$ cat src/rtl/ram_port_pkg.sv
// Shared encodings for the RAM load/store port: access sizes, FSM states,
// and helpers that decode a request's alignment and store byte lanes.
package ram_port_pkg;

    typedef enum logic [1:0] {
        SZ_BYTE = 2'd0,
        SZ_HALF = 2'd1,
        SZ_WORD = 2'd2,
        SZ_ILL  = 2'd3
    } size_e;

    typedef enum logic [1:0] {
        IDLE = 2'd0,
        DATA = 2'd1,
        RESP = 2'd2
    } state_e;

    // Size 3, odd halfword offsets and any non-zero word offset are errors.
    function automatic logic size_addr_err(input size_e size, input logic [1:0] ofs);
        logic err;
        err = 1'b1;
        case (size)
            SZ_BYTE: err = 1'b0;
            SZ_HALF: err = ofs[0];
            SZ_WORD: err = (ofs != 2'd0);
            SZ_ILL:  err = 1'b1;
        endcase
        return err;
    endfunction

    // Active-low byte-lane write enables for an aligned, error-free store.
    function automatic logic [3:0] store_wen(input size_e size, input logic [1:0] ofs);
        logic [3:0] wen;
        wen = 4'hF;
        case (size)
            SZ_BYTE: wen[ofs] = 1'b0;
            SZ_HALF: begin
                wen[{ofs[1], 1'b0}] = 1'b0;
                wen[{ofs[1], 1'b1}] = 1'b0;
            end
            SZ_WORD: wen = 4'h0;
            SZ_ILL:  wen = 4'hF;
        endcase
        return wen;
    endfunction

endpackage

$ cat src/rtl/ram_port_fmt.sv
// Load formatter: aligns the addressed byte/half/word of a RAM word to bit 0
// and zero- or sign-extends it. Purely combinational.
module ram_port_fmt
    import ram_port_pkg::*;
(
    input  logic [31:0] ram_dout,
    input  logic [1:0]  addr_lo,
    input  size_e       size,
    input  logic        is_unsigned,
    output logic [31:0] rdata
);

    logic [31:0] shifted;
    logic        sign_byte;
    logic        sign_half;

    always_comb begin
        shifted   = ram_dout >> {addr_lo, 3'b000};
        sign_byte = ~is_unsigned & shifted[7];
        sign_half = ~is_unsigned & shifted[15];
        rdata     = '0;
        case (size)
            SZ_BYTE: rdata = {{24{sign_byte}}, shifted[7:0]};
            SZ_HALF: rdata = {{16{sign_half}}, shifted[15:0]};
            SZ_WORD: rdata = shifted;
            SZ_ILL:  rdata = '0;
        endcase
    end

endmodule

$ cat src/rtl/ram_port.sv
// Single-outstanding load/store port onto a 1-cycle synchronous-read RAM.
// Stores/errors respond 1 cycle after accept, loads 2; response held until rsp_ready.
module ram_port
    import ram_port_pkg::*;
#(
    parameter  int DEPTH = 256,
    localparam int AW    = $clog2(DEPTH)
) (
    input  logic          clk,
    input  logic          resetn,
    input  logic          req_valid,
    output logic          req_ready,
    input  logic          req_we,
    input  logic [31:0]   req_addr,
    input  logic [1:0]    req_size,
    input  logic          req_unsigned,
    input  logic [31:0]   req_wdata,
    output logic          rsp_valid,
    input  logic          rsp_ready,
    output logic [31:0]   rsp_rdata,
    output logic          rsp_err,
    output logic [31:0]   ram_din,
    output logic [AW-1:0] ram_waddr,
    output logic [AW-1:0] ram_raddr,
    output logic [3:0]    ram_wen,
    input  logic [31:0]   ram_dout
);

    state_e      state_q, state_d;
    logic [1:0]  ofs_q, ofs_d;
    size_e       size_q, size_d;
    logic        uns_q, uns_d;
    logic [31:0] rdata_q, rdata_d;
    logic        err_q, err_d;

    size_e       req_sz;
    logic        accept;
    logic        req_err;
    logic [31:0] fmt_rdata;
    logic        unused_addr_hi;

    assign req_sz    = size_e'(req_size);
    assign req_ready = (state_q == IDLE) && resetn;
    assign accept    = req_valid && req_ready;
    assign req_err   = size_addr_err(req_sz, req_addr[1:0]);

    // Word index only; bits above the RAM size wrap.
    assign ram_waddr      = req_addr[AW+1:2];
    assign ram_raddr      = req_addr[AW+1:2];
    assign unused_addr_hi = ^req_addr[31:AW+2];

    always_comb begin
        case (req_sz)
            SZ_BYTE: ram_din = {4{req_wdata[7:0]}};
            SZ_HALF: ram_din = {2{req_wdata[15:0]}};
            default: ram_din = req_wdata;
        endcase
    end

    always_comb begin
        ram_wen = 4'hF;
        if (accept && req_we && !req_err) begin
            ram_wen = store_wen(req_sz, req_addr[1:0]);
        end
    end

    ram_port_fmt u_fmt (
        .ram_dout    (ram_dout),
        .addr_lo     (ofs_q),
        .size        (size_q),
        .is_unsigned (uns_q),
        .rdata       (fmt_rdata)
    );

    always_comb begin
        state_d = state_q;
        ofs_d   = ofs_q;
        size_d  = size_q;
        uns_d   = uns_q;
        rdata_d = rdata_q;
        err_d   = err_q;
        case (state_q)
            IDLE: begin
                if (accept) begin
                    ofs_d   = req_addr[1:0];
                    size_d  = req_sz;
                    uns_d   = req_unsigned;
                    rdata_d = '0;
                    err_d   = req_err;
                    // RAM read was launched this cycle; good loads wait one cycle for ram_dout.
                    state_d = (req_we || req_err) ? RESP : DATA;
                end
            end
            DATA: begin
                rdata_d = fmt_rdata;
                state_d = RESP;
            end
            RESP: begin
                if (rsp_ready) begin
                    state_d = IDLE;
                end
            end
            default: state_d = IDLE;
        endcase
    end

    always_ff @(posedge clk or negedge resetn) begin
        if (!resetn) begin
            state_q <= IDLE;
            ofs_q   <= 2'd0;
            size_q  <= SZ_BYTE;
            uns_q   <= 1'b0;
            rdata_q <= '0;
            err_q   <= 1'b0;
        end else begin
            state_q <= state_d;
            ofs_q   <= ofs_d;
            size_q  <= size_d;
            uns_q   <= uns_d;
            rdata_q <= rdata_d;
            err_q   <= err_d;
        end
    end

    assign rsp_valid = (state_q == RESP);
    assign rsp_rdata = rdata_q;
    assign rsp_err   = err_q;

endmodule

$ cat config.mk
export PLATFORM = sky130hd
export DESIGN_NAME = ram_port
export DESIGN_NICKNAME = d
export VERILOG_FILES = /design/src/rtl/ram_port_pkg.sv /design/src/rtl/ram_port_fmt.sv /design/src/rtl/ram_port.sv
export SDC_FILE = /design/constraint.sdc
export NUM_CORES = 1
export LEC_CHECK = 0
export CAP_MARGIN = 10
export CORE_MARGIN = 1
export CORE_UTILIZATION = 37
export DETAILED_ROUTE_END_ITERATION = 16
export PLACE_DENSITY_LB_ADDON = 0.25
export SYNTH_ARGS = -nofsm -noshare
export SYNTH_HDL_FRONTEND = slang
export SYNTH_SLANG_ARGS = --single-unit
$ cat constraint.sdc
create_clock -name clk -period 2.2 [get_ports clk]
set_input_delay 0.44 -clock clk [delete_from_list [all_inputs] [get_ports clk]]
set_output_delay 0.44 -clock clk [all_outputs]
set_load 0.02 [all_outputs]
==> results.cfg, run 1 <==
[synth]
yosys.area.top_type = dfrtp_1
synth_cell_type_count = 37
postSynthAreaPerCell_um2 = 9.10
async_reset_ff_share_pct = 100
synth_common_cells = 44 x o21ai_0, 40 x dfrtp_1, 36 x nand2_1, 24 x buf_4, 24 x mux2i_1
ys_seq_elements = 40
synthCells = 323
synth-seq-area-share_pct = 34.1
synth_top_area_share_pct = 34.1
synth_edf_count = 0
yosys-top-cells-area = dfrtp_1 34%, mux2i_1 8.2%, mux2_2 7.7%
ys_warn_count = 0
synthFlopType = dfrtp_1
syn_nets = 427
netlist_area_um2 = 2940
synth_most_common_cell = o21ai_0

[layout]
fillers = 726
antenna_cells = 0
regArea_um2 = 1000
nNetsFinal = 558
design_area_um2 = 4550
layout-drive-gt1-share_pct = 18.9
multi_input_area_um2 = 1610
syn2layout_area_growth_pct = 54.9
postLayoutCoreUtil_pct = 59.2

[setup_path]
cp_slowest_cell = clkdlybuf4s50_1
slowest_delay_ns = 0.61
end_kind = output port
crit_path_start = req_wdata[2]
crit_path_cell_trace = clkdlybuf4s50_1, buf_4, clkdlybuf4s50_1
r2r-end = rsp_rdata[24]$_DFFE_PN0P_
crit_fanout = 4
critical_path_class = in2out
r2r_cells = 6
critical-path-top-delay-family = buffers and inverters
rr_startpoint = ofs_q[0]$_DFFE_PN0P_
worstPathArrival_ns = 1.72
cp_num_buf_inv = 3
required_ns = 1.76
r2r_slack_ns = 0.33
worstSetupStartpointType = input port
cpMostUsedCell = clkdlybuf4s50_1

[floorplanning]
die_y_um = 91.1
core.rowCount = 32
start_util_pct = 38.2
die-area_um2 = 8300
ios = 191
core_um2 = 7690
die_x_um = 91.1

[sta]
slew_headroom_pct = 63.4
setup_viol = 0
tightestPinTransition_ns = 0.548
fin_tns_setup_ns = 0
skew_ns = 0.0126
whs_ns = 0.384
period_minus_slack_ns = 2.16
rsz0062_at_grt = no
drv_slew = 0
hold_violations = 0
finalCritPeriodShare_pct = 98.3
fmaxAchievable_ghz = 0.462

[placed_design]
placedInstanceArea_um2 = 4430
gp_congestion = 0.811
hpwl_um = 6870
port_buffers = 144

[power]
p_sw_mw = 1.11
p_comb_share_pct = 47.5
switching_share_pct = 37.5
seq_power_share_pct = 31.4
p_leak_nw = 1.95
ir_drop_v = 0.000386
p_per_area_nw_per_um2 = 650
p_clk_share_pct = 21.1
p_int_mw = 1.85

[status]
outcome = finished, final reports clean

[drt]
wl_um = 8790
drtAntennaViolNets = 0
drc = 0
routedWlPerCell_um = 15.8
drtPass1Iterations = 4
via_per_inst = 5.22
first_iter_violations = 183
vias = 2909

[cts]
cts_tree = done
ctsHoldBuffers = 0
htreeDepth = 2
clk_latency_ns = 0.30
cts_buffers = 5
cts.clk_slew.worst_paths_ns = 0.08
cts-root-buf = clkbuf_8
clock_sinks = 40
cts.path.max_buffers = 2

[grt]
grt_max_degree = 41
grt_use_total_pct = 21.2
grt_pass1_wl_um = 14300
grt_overflow = 0
grt_pass1_vias = 2900
antenna_found_initial = 0

[run]
max_cap_violations = 0

[min_path]
hp-class = in2async
==> metrics by stage <==
| stage | worst slack, ns | cells | total power, mW |
|---|---|---|---|
| after floorplan | 0.245 | 323 | 1.82 |
| after global placement | -0.455 | 548 | 2.35 |
| after detailed placement | -0.454 | 548 | 2.37 |
| after CTS | -0.00885 | 557 | 2.98 |
| after global routing | 0.000237 | 557 | 3.14 |
| final | 0.0363 | 557 | 2.96 |
==> area by class of cell <==
type / instances / share of cell area [%]
Timing Repair Buffer: 174 / 36.5
Clock buffer: 5 / 1.51
Multi-Input combinational cell: 223 / 35.3
Tap cell: 102 / 2.80
Sequential cell: 40 / 22.0
Inverter: 10 / 0.825
Clock inverter: 3 / 1.02
==> worst max-delay path by stage <==
stage                              to  depth (start not counted)
after floorplan           ram_din[24]                          5
after global placement     ram_wen[2]                          6
after detailed placement   ram_wen[2]                          6
after CTS                  ram_wen[2]                          6
after global routing       ram_din[2]                          3
final                      ram_din[2]                          3
==> per-layer routing <==
metal | global-route usage, % | part of all wire [%] | up-vias
li1 | - | - | 1415
met4 | 4.37 | 0.72 | 0
met3 | 3.94 | 5.3 | 6
met5 | 0 | 0 | -
met1 | 25.9 | 42 | 1382
met2 | 38.6 | 52 | 106
==> registers in the layout, summed over array words and instances (netlist names) <==
signal,flops
rsp_err,1
ofs_q,2
size_q,2
state_q,2
rsp_rdata,32
uns_q,1
==> placed cells by master (no fill, tap or decap), types with 2 or more instances in the layout <==
| master | n |
|---|---|
| clkdlybuf4s50_1 | 110 |
| clkbuf_8 | 5 |
| clkdlybuf4s15_1 | 2 |
| mux2i_1 | 24 |
| nor2_1 | 4 |
| a22o_1 | 9 |
| nand2b_1 | 2 |
| a211o_1 | 7 |
| o21ai_0 | 44 |
| a22oi_1 | 17 |
| buf_4 | 29 |
| nand3b_1 | 2 |
| buf_2 | 2 |
| or3_1 | 2 |
| a21oi_1 | 10 |
| buf_12 | 2 |
| dfrtp_1 | 40 |
| nand2_1 | 36 |
| inv_1 | 10 |
| dlymetal6s2s_1 | 2 |
| clkdlybuf4s15_2 | 2 |
| nor3b_1 | 2 |
| nand3_1 | 2 |
| o21ai_2 | 10 |
| dlygate4sd2_1 | 24 |
| mux2_2 | 20 |
| a32o_1 | 7 |
| nor2b_1 | 9 |
| or2_2 | 2 |
==> worst reg2reg max path: cells and delay by family (launching register included) <==
kind | cells | cell delay (ns)
muxes | 1 | 0.33
buffers and inverters | 2 | 0.59
AOI/OAI and AO/OA | 3 | 0.41
DFF | 1 | 0.42
==> repair_timing <==
item | 4_1_cts | 5_1_grt
gates resized for setup | 51 | 6
buffers inserted | 1 | 0
setup endpoints to repair | 28 | 4
pin swaps | 2 | 5
gates cloned | 0 | 0
==> kinds of logic after synthesis <==
logic type	count (synthesis)	synth area share [%]
buf+inv	60	11.9
flops	40	34.1
compound gates	110	26.1
xor+xnor	1	0.298
mux	45	16.6
simple gates	67	11.1
==> power by group through the flow <==
stage | clock network [mW] | logic, mW | registers (mW)
detailed placement | 0 | 1.43 | 0.942
global placement | 0 | 1.42 | 0.938
global route | 0.664 | 1.53 | 0.946
floorplan | 0 | 0.817 | 1.00
CTS | 0.639 | 1.42 | 0.928
finish | 0.624 | 1.41 | 0.928
Note: power is estimated with default switching activity, not from simulation.
==> inputs of run 2 (changes only) <==
--- a/config.mk
+++ b/config.mk
@@ -10,6 +10,7 @@
 export CORE_UTILIZATION = 37
 export DETAILED_ROUTE_END_ITERATION = 16
 export PLACE_DENSITY_LB_ADDON = 0.25
+export REMOVE_ABC_BUFFERS = 1
 export SYNTH_ARGS = -nofsm -noshare
 export SYNTH_HDL_FRONTEND = slang
 export SYNTH_SLANG_ARGS = --single-unit
==> run 2 against run 1 <==
- the run now ends with design-rule violations left
- first-iteration DRC count decreased by 55%
- clock-buffer cell count unchanged
- hold slack got worse by 0.25 ns
- clock skew decreased by 0.0066 ns
- wire length increased by 5.2%
- register-to-register slack improved by 0.09 ns
- combinational power about the same
- die area unchanged
- critical endpoint is now ram_din[4]
- largest cell class unchanged
==> results.cfg, run 2 (synthesis gave the netlist of run 1 again) <==
[setup_path]
required_ns = 1.76
end_kind = output port
critical_path_class = in2out
worstSetupStartpointType = input port
crit_fanout = 4
worstPathArrival_ns = 1.67

[layout]
layout-drive-gt1-share_pct = 20.4
fillers = 684
nNetsFinal = 559
postLayoutCoreUtil_pct = 59.1
largest_reg_flops = 32
mostFrequentLayoutCells = 110 x clkdlybuf4s50_1, 44 x o21ai_0, 40 x dfrtp_1
antenna_cells = 0
syn2layout_area_growth_pct = 54.7
mostFrequentLayoutCell = clkdlybuf4s50_1

[grt]
antenna_found_initial = 0
grt_pass1_wl_um = 14600
grt_overflow = 0
grt_pass1_vias = 2998
grt_max_degree = 33
grt_use_total_pct = 22.2

[cts]
cts-root-buf = clkbuf_8
cts.clk_slew.worst_paths_ns = 0.08
cts.path.max_buffers = 2
cts_buffers = 5
clock_sinks = 40
post_cts_buffers = 0
htreeDepth = 2
ctsHoldBuffers = 0
cts_tree = done
clk_latency_ns = 0.29

[drt]
drc = 1
drtAntennaViolNets = 0
via_per_inst = 5.21
vias = 2905
first_iter_violations = 83
wl_um = 9240
routedWlPerCell_um = 16.6
drtPass1Iterations = 10

[min_path]
hp-class = in2async

[status]
outcome = finished, violations left
violations = design-rule violations

[floorplanning]
die-area_um2 = 8300
core_um2 = 7690
core.rowCount = 32
start_util_pct = 38.2
die_x_um = 91.1
ios = 191
die_y_um = 91.1

[power]
p_leak_nw = 1.94
ir_drop_v = 0.000263
p_per_area_nw_per_um2 = 646
total_power_mw = 2.94

[sta]
rsz0062_at_grt = no
hold_violations = 0
slew_headroom_pct = 61.3
skew_ns = 0.00594
finalCritPeriodShare_pct = 95.7
fmaxAchievable_ghz = 0.475
setup_viol = 0
tightestPinTransition_ns = 0.580
period_minus_slack_ns = 2.11
drv_slew = 0

[placed_design]
gp_congestion = 0.824
port_buffers = 144
hpwl_um = 7200

[run]
max_cap_violations = 0
[run 2: power by group]
part           total, mW  internal [mW]  leakage [nW]  switching (mW)
registers          0.932          0.838         0.539          0.0940
logic               1.40          0.658          1.34           0.740
clock network      0.606          0.336        0.0541           0.270
[run 2: layer usage]
layer	global-route usage, %	vias up	part of all wire (%)
met5	0	-	0
met4	6.35	0	1.5
met3	8.71	12	8.9
met2	38.6	122	51
met1	25.1	1369	39
li1	-	1402	-
[run 2: cell type report]
class / instances / area, µm² / share of cell area [%]
timing repair buffer: 175 / 1670 / 36.7
multi-input combinational: 223 / 1600 / 35.2
sequential: 40 / 1000 / 22.0
tap: 102 / 128 / 2.81
clock buffer: 5 / 68.8 / 1.51
clock inverter: 3 / 42.5 / 0.936
inverter: 10 / 37.5 / 0.826
[run 2: timing repair]
| item | 4_1_cts | 5_1_grt |
|---|---|---|
| setup endpoints to repair | 28 | 3 |
| gates resized for setup | 63 | 3 |
| pin swaps | 3 | 1 |
[run 2: path summary, 6_finish.rpt]
path	from	end	slack [ns]	depth (start not counted)
setup / recovery	req_wdata[4]	ram_din[4]	0.09	3
hold reg to reg	rsp_rdata[5]$_DFFE_PN0P_	rsp_rdata[5]$_DFFE_PN0P_	0.50	1
min in group clk	rsp_rdata[5]$_DFFE_PN0P_	rsp_rdata[5]$_DFFE_PN0P_	0.50	1
hold / removal	resetn	ofs_q[0]$_DFFE_PN0P_	0.13	2
max in group asynchronous	resetn	rsp_rdata[5]$_DFFE_PN0P_	1.43	3
setup reg to reg	ofs_q[0]$_DFFE_PN0P_	rsp_rdata[17]$_DFFE_PN0P_	0.42	6
[run 2: worst max-delay path: stages]
cell	delay [ns]
clkdlybuf4s50_1	0.52
buf_4	0.12
clkdlybuf4s50_1	0.59
[run 2: metrics by stage]
| step | cell area, µm² | hold slack, ns | TNS [ns] | instances | setup slack (ns) |
|---|---|---|---|---|---|
| floorplan | 2630 | 0.144 | -3.88 | 273 | -0.255 |
| global route | 4550 | 0.133 | 0 | 558 | 0.00744 |
| finish | 4550 | 0.133 | 0 | 558 | 0.0947 |
| CTS | 4550 | 0.138 | 0 | 558 | 0.0190 |
| detailed placement | 4440 | 0.451 | -10.24 | 550 | -0.485 |
| global placement | 4440 | 0.463 | -9.93 | 550 | -0.445 |
